`src/rtl/alu_issue.sv`:
```
// Issue/writeback controller for an external combinational ALU: latches one
// instruction, presents operands for one cycle, then writes the result back.
module alu_issue #(
  parameter int DW = 8
) (
  input  logic          clk,
  input  logic          reset,
  input  logic          in_valid,
  output logic          in_ready,
  input  logic [8:0]    instr,
  input  logic          ld_en,
  input  logic [1:0]    ld_addr,
  input  logic [DW-1:0] ld_data,
  output logic [2:0]    alu_cmd,
  output logic [1:0]    ALU_Op,
  output logic [DW-1:0] inA,
  output logic [DW-1:0] inB,
  input  logic [DW-1:0] rslt,
  input  logic          zero,
  output logic          zero_flag,
  output logic          done,
  input  logic [1:0]    dbg_addr,
  output logic [DW-1:0] dbg_data
);

  typedef enum logic [1:0] {IDLE, EXEC, WB} state_t;

  state_t        state_q;
  logic [8:0]    instr_q;
  logic [DW-1:0] regs_q [4];
  logic [DW-1:0] res_q;
  logic          zq_q;
  logic          zero_flag_q;

  logic [1:0] op_w, ra_w, rb_w;
  logic [2:0] cmd_w;
  logic       is_nop_w;

  assign op_w     = instr_q[8:7];
  assign cmd_w    = instr_q[6:4];
  assign ra_w     = instr_q[3:2];
  assign rb_w     = instr_q[1:0];
  assign is_nop_w = (op_w == 2'b00) && (cmd_w == 3'b110);

  // A pending load blocks acceptance for this cycle; reset masks readiness.
  assign in_ready  = (state_q == IDLE) && !ld_en && !reset;
  assign done      = (state_q == WB);
  assign zero_flag = zero_flag_q;
  assign dbg_data  = regs_q[dbg_addr];

  always_comb begin
    alu_cmd = 3'b110;
    ALU_Op  = 2'b00;
    inA     = '0;
    inB     = '0;
    if (state_q == EXEC) begin
      alu_cmd = cmd_w;
      ALU_Op  = op_w;
      inA     = regs_q[ra_w];
      inB     = regs_q[rb_w];
    end
  end

  always_ff @(posedge clk) begin
    if (reset) begin
      state_q     <= IDLE;
      instr_q     <= '0;
      res_q       <= '0;
      zq_q        <= 1'b0;
      zero_flag_q <= 1'b0;
      for (int i = 0; i < 4; i++) regs_q[i] <= '0;
    end else begin
      case (state_q)
        IDLE: begin
          if (ld_en) begin
            regs_q[ld_addr] <= ld_data;
          end else if (in_valid) begin
            instr_q <= instr;
            state_q <= EXEC;
          end
        end
        EXEC: begin
          res_q   <= rslt;
          zq_q    <= zero;
          state_q <= WB;
        end
        WB: begin
          if (!is_nop_w) begin
            regs_q[ra_w] <= res_q;
            zero_flag_q  <= zq_q;
          end
          state_q <= IDLE;
        end
        default: state_q <= IDLE;
      endcase
    end
  end

endmodule

```
`config.mk`:
```
export PLATFORM = sky130hd
export DESIGN_NAME = alu_issue
export DESIGN_NICKNAME = d
export VERILOG_FILES = /design/src/rtl/alu_issue.sv
export SDC_FILE = /design/constraint.sdc
export NUM_CORES = 1
export LEC_CHECK = 0
export ABC_AREA = 1
export BUFFER_PORTS_ARGS = -buffer_cell sky130_fd_sc_hd__buf_2
export CORE_UTILIZATION = 54
export CTS_CLUSTER_SIZE = 25
export DETAILED_ROUTE_END_ITERATION = 7
export GPL_TIMING_DRIVEN = 0
export HOLD_SLACK_MARGIN = 0.06
export PLACE_DENSITY = 0.8
export SYNTH_ARGS = -nofsm -noshare
export SYNTH_HDL_FRONTEND = slang
export SYNTH_SLANG_ARGS = --single-unit
```
`constraint.sdc`:
```
create_clock -name clk -period 2.1 [get_ports clk]
set_clock_uncertainty 0.05 [all_clocks]
set_input_delay 0.21 -clock clk [delete_from_list [all_inputs] [get_ports clk]]
set_output_delay 0.21 -clock clk [all_outputs]
set_load 0.005 [all_outputs]
```
==> results by group, run 1 <==
Power
  • Leak: 1.587 nW
  • Max IR drop VDD: 0.5962 mV
  • PD cells: 763.6 mW/mm^2

Critical path
  • Slowest-stage cell, CP: dfxtp_1
  • CP max FO: 10
  • CP required: 1.84 ns
  • Worst reg2reg path startpoint: state_q[1]$_SDFFE_PP0P_
  • Worst r2r path cells: 7
  • FF-to-FF End: regs_q[1][4]$_SDFFCE_PN0P_
  • CP dominant cell by count: a21oi_1
  • CP Capture Type: primary output
  • Arrival time worst endpoint: 1.67 ns
  • CP delay by family, top: buffers and inverters
  • CP peak stage delay: 0.42 ns
  • Reg-to-reg slack, setup: 0.19 ns
  • Worst path bufs/invs: 2
  • Crit start category: flop
  • CP Class: flop to primary output
  • CP cell instances: clkbuf_1 > a21oi_1 > o21ai_0 > a21oi_1 > buf_2

Min path
  • Hold Path Stages: 3
  • Hold path endpoint: res_q[4]$_SDFFE_PP0N_
  • HP Start: rslt[4]
  • Worst hold path type: primary input to flop

STA
  • Final worst path period need: 1.934 ns
  • Slew Limit Headroom: 67.05%
  • RSZ-0062 raised after global routing: true
  • Final count of negative-setup-slack endpoints: 0
  • Worst-Margin Slew: 0.4943 ns
  • Final TNS setup: 0 ns
  • F_max: 0.5170 GHz
  • Hold Vio Cnt, Final: 0
  • Tcrit/Tclk final: 92.10%
  • Fin. max-slew vios: 0

Floorplanning
  • Placeable Area: 0.005270 mm^2
  • Die area: 0.005937 mm^2
  • Io pins: 66
  • Starting density of the core: 57.72%
  • Floorplan row count: 26
  • Die Width: 77.05 um
  • Die Y-Extent: 77.05 um

Place
  • Inst Count DP: 512
  • IO Port Bufs: 64
  • HPWL after detailed placement: 5.911 mm
  • Gpl congestion: 0.8515
  • Placed instance area: 0.003450 mm^2

Layout
  • Area Overhead vs Synth: 22.46%
  • Share of layout cells above drive strength 1: 27.16%
  • Final Cell Area: 0.003725 mm^2
  • Count of non-filler cells in the finished layout: 534
  • # nets final: 493
  • ANT cells: 0
  • Util after Layout: 70.68%

Synthesis
  • Synthesis Warnings: 0
  • Number of synthesized flops with an enable pin: 32
  • Synth cell count leaders: a21oi_1, nor2_1, o21ai_0
  • Yosys top cell by area: edfxtp_1
  • Yosys top cell area share: 31.59%
  • Largest cells by area after synthesis: edfxtp_1, dfxtp_1, a21oi_1
  • Top-count cell post-synth: a21oi_1
  • Ys async rst share: 0%
  • Flops & latches, synth: 57
  • Syn_nets: 412
  • Sequential fraction of the synthesis area: 48.05%
  • Netlist Area Pre-Place: 0.003042 mm^2
  • Synth Area per Inst: 8.047 um^2
  • Gate Count Post-Synth: 378
  • Main flop type after synthesis: edfxtp_1
  • Synth cell types: 22

Clock tree
  • TritonCTS Buffers: 9
  • Worst-Skew Late Latency: 0.33 ns
  • Max clock buf depth: 2
  • CTS clk-pin slew, worst paths: 0.07 ns
  • H-tree levels: 3
  • Clock sink count: 57
  • CTS tree: built
  • Root Driver: clkbuf_8

GRT
  • GRT Total Usage: 28.51%
  • Vias in the first global route: 2,749
  • Remaining global-route overflow: 0
  • First-pass GRT wire length: 13.02 mm
  • Largest net degree at the start of global routing: 11
  • Initial antenna violation count: 0

Run
  • Max-cap viol count: 0

Routing
  • Total wire length: 7.887 mm
  • Final antenna-violating net count: 0
  • DR WL/cell: 14.77 um
  • DRT Pass-1 Iters: 6
  • Drt drc: 0
  • Via count: 2,928
  • 1st-iter DRT viols: 282
  • Vias per cell: 5.483

Outcome
  • Outcome: finished clean
==> layer usage <==
layer | global-route usage [%] | routed length (um) | vias to the layer above
li1 | - | - | 1450
met1 | 37.08 | 3460 | 1299
met2 | 46.61 | 3699 | 171
met3 | 5.000 | 646 | 8
met4 | 12.45 | 80 | 0
met5 | 0 | 0 | -
==> state kept, by name (all words and copies together) (netlist names), named ones only <==
name       flops
instr_q        9
zq_q           1
regs_q        32
zero_flag      1
state_q        2
res_q          8
==> through the flow <==
step / setup slack, ns / hold slack [ns] / total power, mW
after floorplan: 0.3780 / 0.2324 / 1.596
after global placement: 0.2059 / 0.3800 / 1.736
after detailed placement: 0.1939 / 0.3863 / 1.748
after CTS: 0.03098 / 0.06242 / 2.825
after global routing: -0.01074 / 0.09334 / 2.959
final: 0.1659 / 0.06128 / 2.844
==> tightest hold or removal path: cells and delay by family <==
kind                   cells  cell delay [ns]
buffers and inverters      1             0.08
AND/OR/NAND/NOR            2             0.11
==> worst max-delay path by stage <==
stage,start,endpoint,slack [ns],depth (start not counted)
finish,flop,inB[5],0.17,5
detailed placement,state_q[1]$_SDFFE_PP0P_,regs_q[3][1]$_DFFE_PP_,0.19,7
CTS,state_q[0]$_SDFFE_PP0P_,inA[3],0.03,6
global route,flop,inA[5],-0.01,5
global placement,state_q[1]$_SDFFE_PP0P_,regs_q[3][0]$_DFFE_PP_,0.21,7
floorplan,state_q[1]$_SDFFE_PP0P_,regs_q[3][0]$_DFFE_PP_,0.38,7
==> layout by cell type, fill, tap and decap left out, types with 16 or more instances in the layout <==
cell type / Yosys / layout
nand2_1: 41 / 41
inv_1: 30 / 30
o211ai_1: 16 / 16
nor2_1: 54 / 53
dfxtp_1: 25 / 25
o21ai_0: 43 / 43
a21oi_1: 63 / 63
buf_2: 5 / 69
edfxtp_1: 32 / 32
==> power breakdown <==
| group | leakage, nW | switching [mW] | total, mW | internal (mW) |
|---|---|---|---|---|
| clock network | 0.106 | 0.435 | 1.10 | 0.662 |
| logic | 0.942 | 0.278 | 0.436 | 0.158 |
| registers | 0.539 | 0.0510 | 1.31 | 1.26 |
| total | 1.59 | 0.764 | 2.84 | 2.08 |
==> what timing repair did <==
action	4_1_cts	5_1_grt
endpoints found under the hold margin	5	0
setup buffers	0	1
endpoints found under the setup margin	0	24
hold buffers	5	0
resized for setup	0	9
==> logic make-up (layout without fill, tap and decap cells) <==
logic type             after synthesis  count (layout)  share of synthesized area (%)
DFF                                 57              57                          48.05
buffers and inverters               64             150                          8.597
AOI/OAI and AO/OA                  122             122                          21.39
and+or+nand+nor                    135             135                          21.97
==> area by class of cell <==
type | count | area [um^2]
Buffer | 23 | 112.6
Clock buffer | 10 | 127.6
Clock inverter | 6 | 82.58
Fill cell | 440 | 1545
Inverter | 41 | 153.9
Multi-Input combinational cell | 257 | 1321
Sequential cell | 57 | 1461
Tap cell | 70 | 87.58
Timing Repair Buffer | 70 | 377.9
Power figures use the tool's default switching activity.
==> run 2: changes to the inputs <==
--- a/config.mk
+++ b/config.mk
@@ -13,6 +13,8 @@
 export GPL_TIMING_DRIVEN = 0
 export HOLD_SLACK_MARGIN = 0.06
 export PLACE_DENSITY = 0.8
+export SETUP_SLACK_MARGIN = 0.3
+export SKIP_CTS_REPAIR_TIMING = 1
 export SYNTH_ARGS = -nofsm -noshare
 export SYNTH_HDL_FRONTEND = slang
 export SYNTH_SLANG_ARGS = --single-unit
==> run 2 against run 1 <==
Non-clock buffer count shrank 2. Combinational power grew 4%. Clock power hardly changed. Hold slack worse by 0.010 ns. Core utilization is 0.81 points higher. Wire length grew 0.44%. Critical endpoint is now regs_q[2][0]$_SDFFCE_PN0P_.
==> results by group, run 2 (synthesized netlist as in run 1, its figures left out) <==
Place
  • Gpl congestion: 0.8515 (unchanged)
  • IO Port Bufs: 64 (unchanged)
  • Inst Count DP: 512 (unchanged)
  • HPWL after detailed placement: 5.911 mm (unchanged)
  • Pre-CTS WS: 0.1939 ns (unchanged)

Critical path
  • CP Class: flop to flop
  • Arrival time worst endpoint: 1.73 ns (+0.06 ns)
  • Slowest-stage cell, CP: dfxtp_1
  • Worst path bufs/invs: 0 (-2)
  • CP delay by family, top: simple AND/OR/NAND/NOR gates
  • CP peak stage delay: 0.37 ns (-0.05 ns)
  • Crit start category: flop
  • CP dominant cell by count: nand2_4
  • CP max FO: 9 (-1)
  • CP cell instances: nor2_4 > nand2_4 > nor2_8 > nand2_4 > nand2_1 > nand2_1 > nand2_4 > nand2_2
  • CP required: 2.07 ns (+0.23 ns)
  • CP Capture Type: flop

Routing
  • DRT Pass-1 Iters: 5 (-1)
  • Vias per cell: 5.445 (-0.69%)
  • Final antenna-violating net count: 0 (unchanged)
  • Via count: 2,897 (-1.1%)
  • 1st-iter DRT viols: 228 (-19%)
  • Drt drc: 0 (unchanged)
  • Total wire length: 7.922 mm (+0.44%)
  • DR WL/cell: 14.89 um (+0.82%)

Power
  • P_int: 2.092 mW (+0.53%)
  • Combinational fraction of design power: 15.9% (+0.6 points)
  • Leak: 1.616 nW (+1.8%)
  • Sw Share: 26.82% (-0.034 points)
  • Max IR drop VDD: 0.6014 mV (+0.87%)
  • Clock power frac: 38.3% (-0.3 points)
  • Seq pwr share: 45.9% (-0.2 points)
  • PD cells: 758.7 mW/mm^2 (-0.65%)
  • P_sw: 766.5 uW (+0.36%)

GRT
  • GRT Total Usage: 28.13% (-0.38 points)
  • Remaining global-route overflow: 0 (unchanged)
  • Vias in the first global route: 2,705 (-1.6%)
  • First-pass GRT wire length: 12.85 mm (-1.3%)
  • Largest net degree at the start of global routing: 11 (unchanged)
  • Initial antenna violation count: 0 (unchanged)

Floorplanning
  • Placeable Area: 0.005270 mm^2 (unchanged)
  • Starting density of the core: 57.72% (unchanged)
  • Die area: 0.005937 mm^2 (unchanged)
  • Die Width: 77.05 um (unchanged)
  • Io pins: 66 (unchanged)
  • Floorplan row count: 26 (unchanged)
  • Die Y-Extent: 77.05 um (unchanged)

Clock tree
  • Max clock buf depth: 2 (unchanged)
  • H-tree levels: 3 (unchanged)
  • Worst-Skew Late Latency: 0.33 ns (about the same)
  • Clock sink count: 57 (unchanged)
  • Root Driver: clkbuf_8
  • TritonCTS Buffers: 9 (unchanged)
  • CTS tree: built
  • CTS clk-pin slew, worst paths: 0.07 ns (about the same)

Layout
  • Sequential cell area: 0.001466 mm^2 (+0.34%)
  • Max reg flops: 32 (unchanged)
  • Commonest non-fill, non-tap cell in the layout: buf_2
  • Fill cells: 446 (+1.4%)
  • ANT cells: 0 (unchanged)
  • Biggest regs: regs_q (32), instr_q (9), res_q (8)
  • Area of the multi-input gates: 0.001350 mm^2 (+2.2%)
  • Most frequent cells in the layout: buf_2, a21oi_1, nor2_1
  • Most flops, register: regs_q
  • # nets final: 491 (-0.41%)
  • Count of non-filler cells in the finished layout: 532 (-0.37%)
  • Share of layout cells above drive strength 1: 30.95% (+3.8 points)
  • Area Overhead vs Synth: 23.86%

STA
  • Final TNS setup: 0 ns (unchanged)
  • Final WS setup: 0.3419 ns (+0.1760 ns)
  • Final count of negative-setup-slack endpoints: 0 (unchanged)
  • Fin. max-slew vios: 0 (unchanged)
  • Slew Limit Headroom: 61.76% (-5.3 points)
  • Worst-Margin Slew: 0.5736 ns (+0.07933 ns)
  • RSZ-0062 raised after global routing: true
  • F_max: 0.5688 GHz (+10%)
  • Tcrit/Tclk final: 83.72% (-8.4 points)
  • Hold Vio Cnt, Final: 0 (unchanged)
  • Min Hold Slack: 0.05083 ns (-0.01044 ns)
  • Final worst path period need: 1.758 ns (-0.1760 ns)

Outcome
  • Outcome: finished clean

Run
  • Max-cap viol count: 0 (unchanged)

Min path
  • Worst hold path type: primary input to flop
## run 2: power groups by stage
stage / Clock [mW] / Sequential, mW / Combinational [mW]
3_3_place_gp: 0 / 1.33 / 0.404
6_report: 1.09 / 1.31 / 0.454
4_1_cts: 1.09 / 1.31 / 0.418
2_1_floorplan: 0 / 1.31 / 0.282
5_1_grt: 1.15 / 1.32 / 0.509
3_5_place_dp: 0 / 1.33 / 0.414
## run 2: layout make-up
type	count	share of cell area [%]
Timing Repair Buffer	68	9.432
Sequential cell	57	38.92
Tap cell	70	2.325
Buffer	23	3.819
Multi-Input combinational cell	257	35.84
Inverter	41	4.085
Clock buffer	10	3.388
Clock inverter	6	2.192
## run 2: final timing paths
check / startpoint / endpoint / slack, ns / cells after the start
max: state_q[1]$_SDFFE_PP0P_ / regs_q[2][0]$_SDFFCE_PN0P_ / 0.34 / 8
min: rslt[5] / res_q[5]$_SDFFE_PP0N_ / 0.05 / 3
max reg2reg: state_q[1]$_SDFFE_PP0P_ / regs_q[2][0]$_SDFFCE_PN0P_ / 0.34 / 8
min reg2reg: zq_q$_SDFFE_PP0N_ / zq_q$_SDFFE_PP0N_ / 0.41 / 2
## run 2: metal layers
| metal | track usage (%) | wire length (um) | vias up |
|---|---|---|---|
| li1 | - | - | 1448 |
| met1 | 37.08 | 3496 | 1292 |
| met2 | 45.27 | 3713 | 147 |
| met3 | 5.000 | 629 | 10 |
| met4 | 12.45 | 82 | 0 |
| met5 | 0 | 0 | - |
## run 2: per-stage QoR
step | power (mW) | area (um^2) | utilization [%]
floorplan | 1.596 | 3042 | -
CTS | 2.818 | 3660 | 69.44
global placement | 1.736 | 3450 | 65.46
finish | 2.858 | 3767 | 71.49
global route | 2.977 | 3767 | 71.49
detailed placement | 1.748 | 3450 | 65.46
## run 2: worst register-to-register path, delay by kind of cell (launching register included)
kind | cells | cell delay (ns)
simple gates | 8 | 1.03
flops | 1 | 0.37
==> run 3: changes to the inputs <==
--- a/config.mk
+++ b/config.mk
@@ -5,14 +5,14 @@
 export SDC_FILE = /design/constraint.sdc
 export NUM_CORES = 1
 export LEC_CHECK = 0
-export ABC_AREA = 1
+export ABC_AREA = 0
 export BUFFER_PORTS_ARGS = -buffer_cell sky130_fd_sc_hd__buf_2
-export CORE_UTILIZATION = 54
+export CORE_UTILIZATION = 49
 export CTS_CLUSTER_SIZE = 25
 export DETAILED_ROUTE_END_ITERATION = 7
 export GPL_TIMING_DRIVEN = 0
 export HOLD_SLACK_MARGIN = 0.06
-export PLACE_DENSITY = 0.8
+export PLACE_DENSITY = 0.77
 export SETUP_SLACK_MARGIN = 0.3
 export SKIP_CTS_REPAIR_TIMING = 1
 export SYNTH_ARGS = -nofsm -noshare
==> constraint.sdc (replaced) <==
create_clock -name clk -period 1.6 [get_ports clk]
set_clock_uncertainty 0.05 [all_clocks]
set_input_delay 0.16 -clock clk [delete_from_list [all_inputs] [get_ports clk]]
set_output_delay 0.16 -clock clk [all_outputs]
set_load 0.005 [all_outputs]
==> run 3 against run 2 <==
The run now ends with setup timing left. Power rose by 23%. Worst setup slack got worse by 0.98 ns. Synthesized area fell by 4.9%. Cell area rose by 5.1%. Combinational power rose by 14%. Non-clock buffer count rose by 8. Synthesized cell count fell by 35%. Critical endpoint is now regs_q[1][2]$_SDFFCE_PN0P_. Largest power group unchanged.
==> results by group, run 3 <==
Outcome
  • Outcome: finished, violations left
  • Failing checks: setup timing

GRT
  • Met1 usage: 29.66% (-7.4 points)
  • Remaining global-route overflow: 0 (unchanged)
  • First-pass GRT wire length: 10.58 mm (-18%)
  • Met3 Track Usage GR: 6.897% (+1.9 points)
  • Vias in the first global route: 2,127 (-21%)
  • Largest net degree at the start of global routing: 11 (unchanged)
  • GRT Total Usage: 23.46% (-4.7 points)
  • Initial antenna violation count: 0 (unchanged)
  • Busiest layer in global routing: met2
  • Met2 Use GR: 36.70% (-8.6 points)

Layout
  • Commonest non-fill, non-tap cell in the layout: buf_2
  • Biggest regs: regs_q (32), instr_q (9), res_q (8)
  • Most flops, register: regs_q
  • Max reg flops: 32 (unchanged)
  • # nets final: 374 (-24%)
  • Count of non-filler cells in the finished layout: 417 (-22%)
  • Share of layout cells above drive strength 1: 45.51% (+15 points)
  • Most frequent cells in the layout: buf_2, nand2_1, edfxtp_1
  • ANT cells: 0 (unchanged)
  • Area Overhead vs Synth: 36.94%
  • Final Cell Area: 0.003961 mm^2 (+5.1%)
  • Util after Layout: 70.64% (-0.85 points)

Routing
  • Final antenna-violating net count: 0 (unchanged)
  • Vias per cell: 5.564 (+2.2%)
  • Drt drc: 0 (unchanged)
  • 1st-iter DRT viols: 176 (-23%)
  • DRT Pass-1 Iters: 5 (unchanged)
  • DR WL/cell: 17.45 um (+17%)
  • Total wire length: 7.276 mm (-8.2%)
  • Via count: 2,320 (-20%)

STA
  • Tcrit/Tclk final: 139.9% (+56 points)
  • Hold Vio Cnt, Final: 0 (unchanged)
  • RSZ-0062 raised after global routing: true
  • Slew Limit Headroom: 55.37% (-6.4 points)
  • Final WS setup: -0.6380 ns (-0.9799 ns)
  • Worst-Margin Slew: 0.6687 ns (+0.09507 ns)
  • Final TNS setup: -32.18 ns (-32.18 ns)
  • Final worst path period need: 2.238 ns (+0.4799 ns)
  • F_max: 0.4468 GHz (-21%)
  • Final count of negative-setup-slack endpoints: 83 (+83)
  • Min Hold Slack: 0.03723 ns (-0.01360 ns)
  • Fin. max-slew vios: 0 (unchanged)

Power
  • Combinational fraction of design power: 14.8% (-1.1 points)
  • PD cells: 884.1 mW/mm^2 (+17%)
  • Seq pwr share: 48.0% (+2.1 points)
  • Clock power frac: 37.2% (-1.1 points)
  • Leak: 1.582 nW (-2.1%)
  • P_sw: 841.3 uW (+9.8%)
  • Sw Share: 24.02% (-2.8 points)
  • P_int: 2.661 mW (+27%)
  • Power, Total: 3.502 mW (+23%)
  • Max IR drop VDD: 0.8290 mV (+38%)

Synthesis
  • Largest cells by area after synthesis: edfxtp_1, mux4_2, dfxtp_1
  • Sequential fraction of the synthesis area: 50.52% (+2.5 points)
  • Synth cell count leaders: nand2_1, edfxtp_1, dfxtp_1
  • Flops & latches, synth: 57 (unchanged)
  • Netlist Area Pre-Place: 0.002893 mm^2 (-4.9%)
  • Synthesis Warnings: 0 (unchanged)
  • Synth cell types: 30 (+36%)
  • Top-count cell post-synth: nand2_1
  • Gate Count Post-Synth: 246 (-35%)
  • Syn_nets: 280 (-32%)
  • Number of synthesized flops with an enable pin: 32 (unchanged)
  • Synth Area per Inst: 11.76 um^2 (+46%)
  • Ys async rst share: 0% (unchanged)
  • Yosys top cell area share: 33.22% (+1.6 points)
  • Main flop type after synthesis: edfxtp_1
  • Yosys top cell by area: edfxtp_1

Floorplanning
  • Die area: 0.006215 mm^2 (+4.7%)
  • Floorplan row count: 27 (+3.8%)
  • Starting density of the core: 51.58% (-6.1 points)
  • Placeable Area: 0.005608 mm^2 (+6.4%)
  • Die Y-Extent: 78.84 um (+2.3%)
  • Io pins: 66 (unchanged)
  • Die Width: 78.84 um (+2.3%)

Critical path
  • CP max FO: 8 (-1)
  • Worst setup path start: state_q[0]$_SDFFE_PP0P_
  • Levels on crit path: 6 (-2)
  • CP delay by family, top: simple AND/OR/NAND/NOR gates
  • CP Class: flop to flop
  • Worst reg2reg path startpoint: state_q[0]$_SDFFE_PP0P_
  • Arrival time worst endpoint: 2.23 ns (+0.50 ns)
  • CP endpoint: regs_q[1][2]$_SDFFCE_PN0P_
  • Worst path bufs/invs: 2 (+2)
  • CP Capture Type: flop
  • Worst r2r path cells: 6 (-2)
  • CP required: 1.59 ns (-0.48 ns)
  • CP peak stage delay: 0.51 ns (+0.14 ns)
  • Reg-to-reg slack, setup: -0.64 ns (-0.98 ns)
  • FF-to-FF End: regs_q[1][2]$_SDFFCE_PN0P_
  • Slowest-stage cell, CP: or4_4
  • Crit start category: flop
  • CP cell instances: or3b_4 > and3b_1 > or4_4 > buf_8 > o21bai_4 > buf_12

Place
  • IO Port Bufs: 63 (-1.6%)
  • Inst Count DP: 381 (-26%)
  • Pre-CTS WS: -0.8518 ns (-1.046 ns)
  • Gpl congestion: 0.8156 (-4.2%)
  • HPWL after detailed placement: 4.591 mm (-22%)
  • Placed instance area: 0.003382 mm^2 (-2.0%)

Clock tree
  • H-tree levels: 3 (unchanged)
  • CTS tree: built
  • Max clock buf depth: 2 (unchanged)
  • Clock sink count: 57 (unchanged)
  • TritonCTS Buffers: 9 (unchanged)
  • Worst-Skew Late Latency: 0.33 ns (about the same)
  • Root Driver: clkbuf_8
  • CTS clk-pin slew, worst paths: 0.06 ns (about the same)

Run
  • Max-cap viol count: 0 (unchanged)

Min path
  • Worst hold path type: primary input to flop
## run 3: cell count changes in the layout (fill, tap and decap cells not counted), moves of 13 or more
cell / change
o21ai_0: -43
a21oi_1: -42
nor2_1: -41
mux4_2: +24
inv_1: -20
buf_2: -18
o211ai_1: -16
buf_6: +13
## run 3: power by group through the flow
stage / clock, mW / combinational, mW / sequential (mW)
after floorplan: 0 / 0.283 / 1.69
after detailed placement: 0 / 0.421 / 1.71
after global placement: 0 / 0.413 / 1.70
after CTS: 1.31 / 0.423 / 1.68
final: 1.30 / 0.519 / 1.68
after global routing: 1.39 / 0.557 / 1.69
## run 3: area by class of cell
type,count,area (um^2)
timing repair buffer,83,595.6
clock buffer,12,145.1
sequential,57,1469
fill,403,1647
tap,72,90.09
multi-input combinational,163,1428
clock inverter,4,43.79
buffer,16,152.6
inverter,10,37.54
## run 3: kinds of logic after synthesis
logic type	synth area share [%]
simple gates	19.51
mux	19.03
compound gates	7.310
buf+inv	3.633
flops	50.52
## run 3: worst min path at each step
stage                              end      from  cells after the start
2_1_floorplan  state_q[0]$_SDFFE_PP0P_  in_valid                      1
3_3_place_gp   state_q[0]$_SDFFE_PP0P_  in_valid                      2
3_5_place_dp   state_q[0]$_SDFFE_PP0P_  in_valid                      2
4_1_cts          res_q[0]$_SDFFE_PP0N_   rslt[0]                      3
5_1_grt        instr_q[4]$_SDFFE_PP0P_  instr[4]                      3
6_report         res_q[1]$_SDFFE_PP0N_   rslt[1]                      3
## run 3: worst reg2reg max path: stages (launching register included)
cell	delay (ns)
dfxtp_2	0.35
or3b_4	0.42
and3b_1	0.18
or4_4	0.51
buf_8	0.15
o21bai_4	0.14
buf_12	0.15
## run 3: routing by layer
| layer | routed length (um) | vias to the layer above |
|---|---|---|
| li1 | - | 1092 |
| met1 | 2905 | 1113 |
| met2 | 3707 | 104 |
| met3 | 536 | 11 |
| met4 | 127 | 0 |
| met5 | 0 | - |
